<file path="src/rtl/submatrix_scan_controller.sv">
// submatrix_scan_controller
//   Walks an IMG_W x IMG_H 1-bit image ROM in non-overlapping 4x4 tiles
//   (tile row-major), issues 16 ROM reads per tile, absorbs the 1-cycle
//   ROM latency and packs each tile into a 16-bit word that is handed
//   downstream over a valid/ready handshake.
// Ports
//   clock, resetN   rising-edge clock, synchronous active-low reset
//   start           begin a full image scan (only honoured in IDLE)
//   romAddress      registered ROM address
//   romData         ROM output, valid one cycle after the address is sampled
//   tileValid/Ready downstream handshake for tileElements
//   tileElements    pixel (r,c) at bit 15-(4r+c)
//   tileRow/Col     index of the tile being fetched / presented
//   busy            high whenever not IDLE
//   done            one-cycle pulse after the last tile is accepted
module submatrix_scan_controller #(
   parameter int unsigned IMG_W  = 16,
   parameter int unsigned IMG_H  = 16,
   parameter int unsigned ADDR_W = 16,
   parameter int unsigned TIDX_W = 8
) (
   input  logic              clock,
   input  logic              resetN,
   input  logic              start,
   output logic [ADDR_W-1:0] romAddress,
   input  logic              romData,
   output logic              tileValid,
   input  logic              tileReady,
   output logic [15:0]       tileElements,
   output logic [TIDX_W-1:0] tileRow,
   output logic [TIDX_W-1:0] tileCol,
   output logic              busy,
   output logic              done
);

   localparam int unsigned TILES_X = IMG_W / 4;
   localparam int unsigned TILES_Y = IMG_H / 4;

   typedef enum logic [2:0] {
      S_IDLE  = 3'd0,
      S_FETCH = 3'd1,
      S_DRAIN = 3'd2,
      S_HOLD  = 3'd3,
      S_DONE  = 3'd4
   } state_t;

   state_t              state, state_d;
   logic [3:0]          k, k_d;
   logic [TIDX_W-1:0]   row_d, col_d;
   logic [ADDR_W-1:0]   addr_d;
   // issue_v: romAddress holds a fresh read this cycle (element index = k)
   // read_v : romData holds the pixel for element read_k this cycle
   logic                issue_v, issue_v_d;
   logic                read_v;
   logic [3:0]          read_k;
   logic                last_col_c, last_tile_c;

   // ROM address of element kk inside tile (trow, tcol)
   function automatic logic [ADDR_W-1:0] tile_addr(input logic [TIDX_W-1:0] trow,
                                                   input logic [TIDX_W-1:0] tcol,
                                                   input logic [3:0]        kk);
      return ((ADDR_W'(trow) << 2) + ADDR_W'(kk[3:2])) * ADDR_W'(IMG_W)
             + (ADDR_W'(tcol) << 2) + ADDR_W'(kk[1:0]);
   endfunction

   assign last_col_c  = (tileCol == TIDX_W'(TILES_X - 1));
   assign last_tile_c = last_col_c && (tileRow == TIDX_W'(TILES_Y - 1));

   // Next-state and next-value logic
   always_comb begin
      state_d   = state;
      k_d       = k;
      row_d     = tileRow;
      col_d     = tileCol;
      addr_d    = romAddress;
      issue_v_d = 1'b0;
      case (state)
         S_IDLE: begin
            if (start) begin
               state_d   = S_FETCH;
               k_d       = 4'd0;
               row_d     = '0;
               col_d     = '0;
               addr_d    = tile_addr('0, '0, 4'd0);
               issue_v_d = 1'b1;
            end
         end
         S_FETCH: begin
            if (k == 4'd15) begin
               state_d = S_DRAIN;
            end else begin
               k_d       = k + 4'd1;
               addr_d    = tile_addr(tileRow, tileCol, k + 4'd1);
               issue_v_d = 1'b1;
            end
         end
         S_DRAIN: state_d = S_HOLD;
         S_HOLD: begin
            if (tileReady) begin
               if (last_tile_c) begin
                  state_d = S_DONE;
               end else begin
                  if (last_col_c) begin
                     col_d = '0;
                     row_d = tileRow + TIDX_W'(1);
                  end else begin
                     col_d = tileCol + TIDX_W'(1);
                  end
                  state_d   = S_FETCH;
                  k_d       = 4'd0;
                  addr_d    = tile_addr(row_d, col_d, 4'd0);
                  issue_v_d = 1'b1;
               end
            end
         end
         S_DONE:  state_d = S_IDLE;
         default: state_d = S_IDLE;
      endcase
   end

   // State, counters, capture pipeline and registered outputs
   always_ff @(posedge clock) begin
      if (!resetN) begin
         state        <= S_IDLE;
         k            <= 4'd0;
         tileRow      <= '0;
         tileCol      <= '0;
         romAddress   <= '0;
         issue_v      <= 1'b0;
         read_v       <= 1'b0;
         read_k       <= 4'd0;
         tileElements <= 16'd0;
         tileValid    <= 1'b0;
         busy         <= 1'b0;
         done         <= 1'b0;
      end else begin
         state      <= state_d;
         k          <= k_d;
         tileRow    <= row_d;
         tileCol    <= col_d;
         romAddress <= addr_d;
         issue_v    <= issue_v_d;
         // element index follows its address through the ROM latency
         read_v     <= issue_v;
         read_k     <= k;
         if (read_v && (state != S_IDLE)) begin
            tileElements[4'd15 - read_k] <= romData;
         end
         tileValid <= (state_d == S_HOLD);
         busy      <= (state_d != S_IDLE);
         done      <= (state_d == S_DONE);
      end
   end

endmodule

</file>
<file path="config.mk">
export PLATFORM = sky130hd
export DESIGN_NAME = submatrix_scan_controller
export DESIGN_NICKNAME = d
export VERILOG_FILES = /design/src/rtl/submatrix_scan_controller.sv
export SDC_FILE = /design/constraint.sdc
export NUM_CORES = 1
export LEC_CHECK = 0
export ABC_CLOCK_PERIOD_IN_PS = 3600
export BUFFER_PORTS_ARGS = -buffer_cell sky130_fd_sc_hd__buf_2
export CORE_UTILIZATION = 57
export CTS_CLUSTER_DIAMETER = 30
export CTS_CLUSTER_SIZE = 28
export DETAILED_ROUTE_END_ITERATION = 10
export GPL_ROUTABILITY_DRIVEN = 0
export PLACE_DENSITY = 0.79
export SYNTH_ARGS = -nofsm -noshare
export SYNTH_HDL_FRONTEND = slang
export SYNTH_SLANG_ARGS = --single-unit
</file>
<file path="constraint.sdc">
create_clock -name clock -period 3.6 [get_ports clock]
set_input_delay 0.54 -clock clock [delete_from_list [all_inputs] [get_ports clock]]
set_output_delay 0.54 -clock clock [all_outputs]
set_load 0.03 [all_outputs]
</file>
* After elaboration in Yosys (flattened, before gate mapping)
Cells that the tools add are included.
Operators by class: reduce and logical (&&, ||, !) cells 10, add/subtract/negate cells 8, magnitude comparators 2, equality and inequality tests 12, mux-type cells 38
Operators by type and width (count):
- $mux 8 | 13
- $mux 16 | 4
- $pmux 16 s3 | 1
- $pmux 8 s2 | 2
- $add 15x10->16 | 1
- $add 16x2->16 | 1
- $add 8x1->8 const B | 2
- $bwmux 16 | 1
- $eq 8x2->1 const B | 2
- $mux 4 | 4
- $add 14x10->15 | 1
- $mux 3 | 4
- $pmux 3 s4 | 1
- $pmux 4 s3 | 1
- $add 10x2->11 | 1
- $eq 3x2->1 const B | 3
- $reduce_bool 3->1 | 3
- $ne 2x2->1 const B | 4
- $lt 4x5->1 const B | 1
- $mux 1 | 5
- $reduce_and 5->1 | 1
- $add 4x1->4 const B | 1
- $demux 1 s4 | 1
- $eq 4x4->1 const B | 1
- 9 further kinds | 11
Word-level totals: output and inout port bits 51, bits of input ports 5, register bits after elaboration 64, logic and storage cells 82

* Logic depth before layout (Yosys ltp)
Gate-level depths: netlist (run 1).
depth after elaboration 9, mapped depth 13, mapped depth without buffers 13

* Least setup slack after synthesis (run 1)
Ideal clock, no wire load.
path type reg2reg, start reg tileCol[0], end reg romAddress[14], arrival 3135 ps, library setup time 74 ps, data required time 3526 ps, setup slack 391 ps, clock period less this slack 3209 ps, buffers on the path 0, cell stages (with the launch flop) 13, cells stage by stage dfxtp_1 -> ha_1 -> nor4b_4 -> nand2_1 -> xnor2_1 -> ha_1 -> inv_1 -> fa_1 -> nand2b_1 -> a21oi_1 -> nand3_1 -> or3b_1 -> a31oi_1
On the way: word-level cells in the longest chain between the ends 9, elaborated cells between the ends (all ways) 20, those cells by class 4 x add/sub; 2 x eq/ne; 12 x mux; 2 x reduce/logical
Ends and longest elaborated chain:
- start, declared | RTL line 31 | output logic [TIDX_W-1:0] tileCol,
- start signal, assigned | RTL line 140 | tileCol <= col_d;
- $add 8x1->8 or $eq 8x2->1 (tied branches) | RTL line 107, 66
- $mux 8 | RTL line 103 | if (last_col_c) begin
- $mux 8 | RTL line 100 | if (last_tile_c) begin
- $mux 8 | RTL line 99 | if (tileReady) begin
- $mux 8 | RTL line 77 | case (state)
- $add 14x10->15 | RTL line 63 | + (ADDR_W'(tcol) << 2) + ADDR_W'(kk[1:0]);
- $mux 16 | RTL line 100
- $mux 16 | RTL line 99
- $pmux 16 s3 | RTL line 77
- end signal, assigned | RTL line 141 | romAddress <= addr_d;
- end, declared | RTL line 25 | output logic [ADDR_W-1:0] romAddress,
Parallel ways exist; a longest one is shown, timed or not. The select of a mux whose other input is x is not followed. A chain may end at the register's enable or synchronous reset.

* Worst setup path after layout (run 1)
start reg tileCol[0], end reg romAddress[11]
Same word-level chain as after synthesis.

==> qor.yml, run 1 <==
yosys:
  synthArstFlopShare_pct: 0
  netlist-cell-type-count: 69
  synth_ff_type: "dfxtp_1"
  synth_cells: 446
  synth_seq_cells: 63
  yosysSeqAreaShare_pct: 33.33
  synth_area_um2: 3784
  syn_avg_cell_area_um2: 8.483
  yosysWarnings: 0
  synth-edff-count: 0
  synthesis.nets: 466
die:
  io_pins: 56
  die_x_um: 83.48
  start_util_pct: 59.25
  design.die.area_um2: 6968
  num_rows: 29
  core_area_um2: 6386
  fp.dieH_um: 83.48
cells_and_area:
  fillers: 577
  final_common_cell: "dfxtp_1"
  multi_input_area_um2: 2282
  regArea_um2: 1261
  fin_util_pct: 65.07
  drive_gt1_share_pct: 18.11
  stdcell_area_um2: 4155
  nets: 501
  syn_to_final_growth_pct: 9.822
  diodes: 0
  layout_common_cells: "dfxtp_1 (63), buf_2 (54), nand2_1 (47)"
worst_setup_path:
  crit_type: "flip-flop to flip-flop"
  max_stage_delay_ns: 0.47
  crit_path_max_fanout: 8
  cp-start-kind: "flip-flop"
  crit_required_ns: 3.80
  r2r_cells: 12
  worst_path_most_repeated_cell: "ha_1"
  cp_cell_sequence: "ha_1, or3b_4, nor2_8, mux2i_1, inv_1, ha_1, a211oi_1, nor2_1, o221ai_2, xnor2_1, a22oi_1, a21oi_1"
  slowest_stage: "or3b_4"
  cp-end-kind: "flip-flop"
  arrival_ns: 3.49
route:
  routed_wl_um: 8946
  firstDrtPassIters: 5
  wl_per_cell_um: 15.89
  ant_nets: 0
  vias_per_cell: 6.009
  drt_iter0_markers: 320
  via_count: 3383
  drcViolationCount: 0
power:
  cellPowerDensity_nw_per_um2: 344.5
  p_leak_uw: 0.001676
  irDropWorstVdd_uv: 232.2
sta:
  finalClockSkew_ns: 0.01076
  max_freq_mhz: 304.0
  rsz0062_at_grt: "false"
  slew_viol_final: 0
  post-route-period-util_pct: 91.39
  finalSetupViolCount: 0
  worst_pin_slew_ns: 1.047
  finalHoldViolCount: 0
  final.setup.tns_ns: 0
  relSlewSlack_pct: 29.91
  fin_crit_ns: 3.290
clocking:
  numCtsBuffers: 9
  cts_resized: 0
  hold_buffers: 0
  root_buffer: "clkbuf_8"
  cts_sinks: 63
  cts_tree: "yes"
  clk_transition_reported_paths_ns: 0.08
  htree_levels: 3
  clkLatencyLatePin_ns: 0.36
  clock_path_buffers: 2
global_routing:
  gr-total-overflow: 0
  grt_use_total_pct: 27.07
  grt_pass1_wl_um: 15130
  grt_pass1_vias: 3068
  grt_max_degree: 69
  antenna_found_initial: 0
worst_hold_path:
  holdPathStages: 1
  hold_path_class: "flip-flop to flip-flop"
run:
  maxCapViolCount: 0
placed_design:
  port-buffer-count: 54
  dp_hpwl_um: 6210
  placed_area_um2: 3951
outcome:
  outcome: "completed"
worst max-delay path, delay by kind of cell, from the launching register on:
family	cells	cell delay [ns]
compound gates	4	0.81
simple gates	3	0.77
fa+ha+maj	2	0.63
flops	1	0.43
mux	1	0.30
buf+inv	1	0.11
xor+xnor	1	0.09
final timing paths:
| check | start | end | slack, ns |
|---|---|---|---|
| max | tileCol[0]$_SDFFE_PN0P_ | romAddress[11]$_SDFFE_PN0P_ | 0.31 |
| min | issue_v$_SDFF_PN0_ | read_v$_SDFF_PN0_ | 0.44 |
| max reg2reg | tileCol[0]$_SDFFE_PN0P_ | romAddress[11]$_SDFFE_PN0P_ | 0.31 |
| min reg2reg | issue_v$_SDFF_PN0_ | read_v$_SDFF_PN0_ | 0.44 |
metrics by stage:
stage,std cells,setup slack [ns],hold WS (ns),total power [µW]
floorplan,446,0.3906,0.4119,804.5
global placement,546,0.4248,0.4164,821.4
detailed placement,546,0.3118,0.4283,822.6
CTS,562,0.2612,0.4443,1434
global route,563,0.09962,0.4594,1475
finish,563,0.3101,0.4417,1431
flip-flops by register name (all words and copies together), names as in the netlist:
name and flops:
issue_v 1, state 3, tileRow 8, tileCol 8, k 4, done 1, tileValid 1, read_v 1
romAddress 15, tileElements 16, busy 1, read_k 4
per-layer routing:
layer,vias to the layer above,wire (µm),global-route usage [%]
li1,1652,-,-
met1,1590,4143,36.90
met2,117,4123,42.40
met3,24,481,5.045
met4,0,196,10.94
met5,-,0,0
power breakdown:
| group | internal (µW) | leakage (µW) | switching (µW) |
|---|---|---|---|
| Sequential | 707 | 0.000509 | 6.72 |
| Clock | 320 | 0.0000956 | 303 |
| Combinational | 26.9 | 0.00107 | 68.1 |
| Total | 1050 | 0.00168 | 378 |
what timing repair did:
action | 4_1_cts | 5_1_grt
endpoints found under the hold margin | 0 | 0
setup buffers | 0 | 1
endpoints found under the setup margin | 0 | 1
final cells by class:
cell class | count | area share (%)
inverters | 9 | 0.8130
flip-flops and latches | 63 | 30.35
multi-input cells | 342 | 54.92
well taps | 77 | 2.319
clock inverters | 7 | 1.746
clock buffers | 9 | 2.981
repair buffers | 56 | 6.865
cells in the mapped netlist, types with 11 or more instances:
master	number	share of area (%)
nand3_1	26	3.4
xnor2_1	14	3.2
a21boi_0	14	2.8
nor2b_1	20	3.3
o21ai_0	18	2.4
nand2_1	47	4.7
a21oi_1	11	1.5
nor2_1	32	3.2
ha_1	13	4.3
clkbuf_1	18	1.8
mux2i_1	15	4.0
dfxtp_1	63	33
cells by family (layout without fill, tap and decap cells):
group / Yosys count / count (layout) / share of synthesized area, %
AND/OR/NAND/NOR: 196 / 196 / 28.54
AO/OA/AOI/OAI: 91 / 91 / 16.73
flip-flops: 63 / 63 / 33.33
buffers and inverters: 41 / 81 / 6.349
XOR/XNOR: 23 / 23 / 5.324
multiplexers: 16 / 16 / 4.266
adder cells (fa/ha/maj): 15 / 15 / 5.357
other: 1 / 1 / 0.09911
Power figures use the tool's default switching activity.
==> run 2: changes to the inputs <==
--- a/config.mk
+++ b/config.mk
@@ -5,14 +5,14 @@
 export SDC_FILE = /design/constraint.sdc
 export NUM_CORES = 1
 export LEC_CHECK = 0
-export ABC_CLOCK_PERIOD_IN_PS = 3600
+export ABC_CLOCK_PERIOD_IN_PS = 2950
 export BUFFER_PORTS_ARGS = -buffer_cell sky130_fd_sc_hd__buf_2
-export CORE_UTILIZATION = 57
+export CORE_UTILIZATION = 52
 export CTS_CLUSTER_DIAMETER = 30
 export CTS_CLUSTER_SIZE = 28
 export DETAILED_ROUTE_END_ITERATION = 10
 export GPL_ROUTABILITY_DRIVEN = 0
-export PLACE_DENSITY = 0.79
+export PLACE_DENSITY = 0.77
 export SYNTH_ARGS = -nofsm -noshare
 export SYNTH_HDL_FRONTEND = slang
 export SYNTH_SLANG_ARGS = --single-unit
==> constraint.sdc (replaced) <==
create_clock -name clock -period 2.95 [get_ports clock]
set_input_delay 0.4425 -clock clock [delete_from_list [all_inputs] [get_ports clock]]
set_output_delay 0.4425 -clock clock [all_outputs]
set_load 0.03 [all_outputs]
==> qor.yml, run 2 (same netlist as run 1, synthesis figures left out) <==
worst_setup_path:
  cp-end-kind: "flip-flop"
  cp_cell_sequence: "ha_4, or3b_4, nor2_8, nand2_1, xnor2_1, ha_1, nand2b_1, a21oi_2, nand3_1, or3b_1, a31oi_1"
  crit_type: "flip-flop to flip-flop"
  crit_required_ns: 3.23
  max_stage_delay_ns: 0.43
  reg2reg_slack_ns: 0.08
  r2r_start: "tileCol[0]$_SDFFE_PN0P_"
  crit_start: "tileCol[0]$_SDFFE_PN0P_"
  rr_endpoint: "romAddress[14]$_SDFFE_PN0P_"
  cp-start-kind: "flip-flop"
  crit_path_max_fanout: 6
  arrival_ns: 3.15
  r2r_cells: 11
  slowest_stage: "or3b_4"
sta:
  max_freq_mhz: 348.2
  finalHoldViolCount: 0
  final.setup.tns_ns: 0
  slew_viol_final: 0
  finalClockSkew_ns: 0.009523
  worst_pin_slew_ns: 0.8756
  relSlewSlack_pct: 41.41
  post-route-period-util_pct: 97.35
  setup_slack_ns: 0.07806
  finalSetupViolCount: 0
  fin_crit_ns: 2.872
placed_design:
  port-buffer-count: 54
  placed_area_um2: 4144
  dp_hpwl_um: 6695
  place_ws_ns: 0.07605
  dp.cells: 584
global_routing:
  grt_use_total_pct: 25.12
  grt_pass1_vias: 3138
  gr-total-overflow: 0
  grt_max_degree: 55
  antenna_found_initial: 0
  grt_pass1_wl_um: 14820
die:
  start_util_pct: 54.78
  die_x_um: 87.30
  fp.dieH_um: 87.30
  num_rows: 30
  core_area_um2: 6907
  io_pins: 56
  design.die.area_um2: 7621
clocking:
  cts_tree: "yes"
  cts_sinks: 63
  htree_levels: 3
  clkLatencyLatePin_ns: 0.36
  clk_transition_reported_paths_ns: 0.07
  root_buffer: "clkbuf_8"
  clock_path_buffers: 2
  numCtsBuffers: 9
route:
  vias_per_cell: 5.779
  drt_iter0_markers: 235
  routed_wl_um: 9376
  via_count: 3508
  drcViolationCount: 0
  firstDrtPassIters: 5
  wl_per_cell_um: 15.45
  ant_nets: 0
cells_and_area:
  top_regs: "tileElements: 16 flops, romAddress: 15 flops"
  syn_to_final_growth_pct: 17.66
  nets: 526
  drive_gt1_share_pct: 23.87
  diodes: 0
  final_common_cell: "dfxtp_1"
  layout_common_cells: "dfxtp_1 (61), buf_2 (54), nand2_1 (47)"
  stdcell_area_um2: 4452
  top_register: "tileElements"
  fin_cells: 607
  largest_reg_flops: 16
outcome:
  outcome: "completed"
run:
  maxCapViolCount: 0
power:
  irDropWorstVdd_uv: 240.6
  p_leak_uw: 0.001821
  cellPowerDensity_nw_per_um2: 417.7
worst_hold_path:
  min_delay_worst_endpoint: "state[2]$_SDFF_PN0_"
  hold_path_class: "primary input to flip-flop"
  holdPathStages: 2
  hp-start: "tileReady"
[run 2: cell types whose count changed in the layout (fill, tap and decap cells not counted), moves of 2 or more]
cell	before	now
buf_4	2	27
dfxtp_1	63	61
clkinv_2	2	0
ha_1	13	11
inv_6	1	3
[run 2: critical path, delay by kind of cell (launching register included)]
| kind | cells | cell delay, ns |
|---|---|---|
| adder cells (fa/ha/maj) | 2 | 0.55 |
| flip-flops | 1 | 0.39 |
| XOR/XNOR | 1 | 0.16 |
| AO/OA/AOI/OAI | 2 | 0.34 |
| AND/OR/NAND/NOR | 6 | 1.36 |
[run 2: cell type report]
| cell class | instances | area [µm²] |
|---|---|---|
| Clock buffer | 9 | 123.9 |
| Clock inverter | 7 | 102.6 |
| Fill cell | 632 | 2455 |
| Inverter | 9 | 33.78 |
| Multi-Input combinational cell | 342 | 2332 |
| Sequential cell | 63 | 1266 |
| Tap cell | 96 | 120.1 |
| Timing Repair Buffer | 81 | 473.0 |
[run 2: report_power, final]
part / leakage [µW] / internal (µW) / switching [µW]
clock: 0.000111 / 486 / 383
sequential: 0.000511 / 861 / 8.80
combinational: 0.00120 / 37.9 / 82.8
total: 0.00182 / 1380 / 475
[run 2: per-stage QoR]
stage / power (µW) / utilization, % / hold WS (ns)
5_1_grt: 1917 / 64.46 / 0.4202
4_1_cts: 1867 / 63.28 / 0.4132
3_5_place_dp: 1010 / 60.00 / 0.4273
6_report: 1860 / 64.46 / 0.4219
2_1_floorplan: 980.8 / - / 0.4119
3_3_place_gp: 1008 / 60.00 / 0.4139
[run 2: worst max-delay path by stage]
stage                                              to  slack, ns  cells after the start
final                     romAddress[14]$_SDFFE_PN0P_       0.08                     11
after CTS                 romAddress[14]$_SDFFE_PN0P_       0.04                     11
after floorplan           romAddress[14]$_SDFFE_PN0P_      0.008                     12
after global placement    romAddress[14]$_SDFFE_PN0P_       0.17                     11
after global routing      romAddress[14]$_SDFFE_PN0P_      -0.04                     11
after detailed placement  romAddress[14]$_SDFFE_PN0P_       0.08                     11
[run 2: repair_timing]
action | 4_1_cts | 5_1_grt
hold buffers | 0 | 0
buffers inserted | 0 | 7
setup endpoints to repair | 0 | 5
gates resized for setup | 0 | 7
[run 2: layer usage]
| layer | vias to the layer above | part of all wire, % | global-route usage, % |
|---|---|---|---|
| li1 | 1700 | - | - |
| met1 | 1677 | 44 | 31.87 |
| met2 | 115 | 49 | 41.62 |
| met3 | 16 | 5.3 | 3.697 |
| met4 | 0 | 1.8 | 12.37 |
| met5 | - | 0 | 0 |
==> run 3: changes to the inputs <==
--- a/config.mk
+++ b/config.mk
@@ -5,14 +5,15 @@
 export SDC_FILE = /design/constraint.sdc
 export NUM_CORES = 1
 export LEC_CHECK = 0
-export ABC_CLOCK_PERIOD_IN_PS = 2950
+export ABC_CLOCK_PERIOD_IN_PS = 3200
 export BUFFER_PORTS_ARGS = -buffer_cell sky130_fd_sc_hd__buf_2
-export CORE_UTILIZATION = 52
+export CORE_MARGIN = 2
+export CORE_UTILIZATION = 57
 export CTS_CLUSTER_DIAMETER = 30
 export CTS_CLUSTER_SIZE = 28
 export DETAILED_ROUTE_END_ITERATION = 10
 export GPL_ROUTABILITY_DRIVEN = 0
-export PLACE_DENSITY = 0.77
+export PLACE_DENSITY = 0.8
 export SYNTH_ARGS = -nofsm -noshare
 export SYNTH_HDL_FRONTEND = slang
 export SYNTH_SLANG_ARGS = --single-unit
==> constraint.sdc (replaced) <==
create_clock -name clock -period 3.2 [get_ports clock]
set_input_delay 0.48 -clock clock [delete_from_list [all_inputs] [get_ports clock]]
set_output_delay 0.48 -clock clock [all_outputs]
set_load 0.03 [all_outputs]
==> qor.yml, run 3 (same netlist as run 1, synthesis figures left out) <==
worst_setup_path:
  r2r_start: "tileCol[0]$_SDFFE_PN0P_"
  crit_type: "flip-flop to flip-flop"
  cp-end-kind: "flip-flop"
  cp-start-kind: "flip-flop"
  crit_required_ns: 3.48
  worst_path_most_repeated_cell: "ha_1"
  crit_start: "tileCol[0]$_SDFFE_PN0P_"
  arrival_ns: 3.29
  crit_path_max_fanout: 6
  slowest_stage: "or3b_1"
  max_stage_delay_ns: 0.41
  cp_cell_sequence: "ha_1, nor4b_4, nand2_1, xnor2_1, ha_1, inv_1, fa_1, nand2b_1, a21oi_1, nand3_1, or3b_1, a31oi_1"
die:
  die_x_um: 85.48
  core_area_um2: 6386
  fp.dieH_um: 85.48
  start_util_pct: 59.25
  num_rows: 29
  io_pins: 56
  design.die.area_um2: 7306
global_routing:
  grt_use_total_pct: 26.29
  grt_pass1_wl_um: 15390
  grt_pass1_vias: 3226
  antenna_found_initial: 0
  gr-total-overflow: 0
  grt_max_degree: 69
sta:
  finalHoldViolCount: 0
  max_freq_mhz: 332.6
  relSlewSlack_pct: 34.89
  final.setup.tns_ns: 0
  post-route-period-util_pct: 93.97
  worst_pin_slew_ns: 0.9730
  rsz0062_at_grt: "false"
  finalSetupViolCount: 0
  slew_viol_final: 0
  fin_crit_ns: 3.007
  finalClockSkew_ns: 0.01056
  setup_slack_ns: 0.1931
route:
  drcViolationCount: 0
  wl_per_cell_um: 16.15
  vias_per_cell: 6.090
  ant_nets: 0
  via_count: 3514
  drt_iter0_markers: 283
  routed_wl_um: 9316
  firstDrtPassIters: 5
clocking:
  cts_tree: "yes"
  root_buffer: "clkbuf_8"
  clock_path_buffers: 2
  htree_levels: 3
  hold_buffers: 0
  numCtsBuffers: 9
  cts_sinks: 63
  clkLatencyLatePin_ns: 0.36
  clk_transition_reported_paths_ns: 0.07
worst_hold_path:
  hold_path_class: "flip-flop to flip-flop"
  hp-start: "issue_v$_SDFF_PN0_"
cells_and_area:
  nets: 515
  final_common_cell: "dfxtp_1"
  fin_cells: 577
  stdcell_area_um2: 4282
  top_regs: "tileElements: 16 flops, romAddress: 15 flops"
  drive_gt1_share_pct: 21.00
  top_register: "tileElements"
  diodes: 0
  syn_to_final_growth_pct: 13.16
  layout_common_cells: "dfxtp_1 (62), buf_2 (54), nand2_1 (47)"
  largest_reg_flops: 16
  fillers: 555
placed_design:
  port-buffer-count: 54
  placed_area_um2: 4050
  dp.cells: 559
  dp_hpwl_um: 6655
  place_ws_ns: 0.09616
run:
  maxCapViolCount: 0
power:
  irDropWorstVdd_uv: 379.9
  p_leak_uw: 0.001750
  cellPowerDensity_nw_per_um2: 381.3
outcome:
  outcome: "completed"
==> run 3: cell count changes in the layout (fill, tap and decap cells not counted), moves of 2 or more <==
| cell | delta |
|---|---|
| ha_1 | +2 |
| inv_6 | -3 |
| clkinvlp_4 | +2 |
| buf_4 | -11 |
==> run 3: metal layers <==
layer,up-vias,wire length (µm),part of all wire (%),track usage [%]
met5,-,0,0,0
met4,0,268,2.9,11.98
met3,30,650,7.0,5.837
met2,152,4176,45,40.34
met1,1652,4221,45,35.36
li1,1680,-,-,-
==> run 3: path summary, 6_finish.rpt <==
path,slack (ns),cells after the start,end
worst max-delay path,0.19,12,romAddress[14]$_SDFFE_PN0P_
worst min-delay path,0.44,1,read_v$_SDFF_PN0_
worst max register to register,0.19,12,romAddress[14]$_SDFFE_PN0P_
worst min register to register,0.44,1,read_v$_SDFF_PN0_
==> run 3: final cells by class <==
class	count	area (µm²)	area share [%]
clock buffers	10	137.6	3.214
clock inverters	6	70.07	1.636
inverters	9	33.78	0.7890
multi-input cells	342	2291	53.51
flip-flops and latches	63	1262	29.49
well taps	77	96.34	2.250
repair buffers	70	390.4	9.117
==> run 3: what timing repair did <==
item                       in CTS  in global routing
setup endpoints to repair       0                  3
buffers inserted                0                  2
resized for setup               0                  2
==> run 3: where the power goes <==
part,leakage (µW),total (µW),switching [µW],internal (µW)
registers,0.000510,803,7.95,795
clock network,0.0000947,721,338,383
logic,0.00115,109,75.6,32.9
==> run 3: through the flow <==
stage | power (µW) | hold slack (ns) | utilization, %
finish | 1633 | 0.4417 | 67.05
global route | 1692 | 0.4690 | 67.05
CTS | 1635 | 0.4413 | 66.67
detailed placement | 928.7 | 0.4246 | 63.42
global placement | 926.4 | 0.4176 | 63.42
floorplan | 905.0 | 0.4119 | -
==> run 3: worst max-delay path, delay by kind of cell, from the launching register on <==
kind	cells	cell delay, ns
AOI/OAI and AO/OA	2	0.38
xor gates and xnor gates	1	0.17
adders and majority gates	3	0.84
buffers and inverters	1	0.07
DFF	1	0.38
and+or+nand+nor	5	1.09
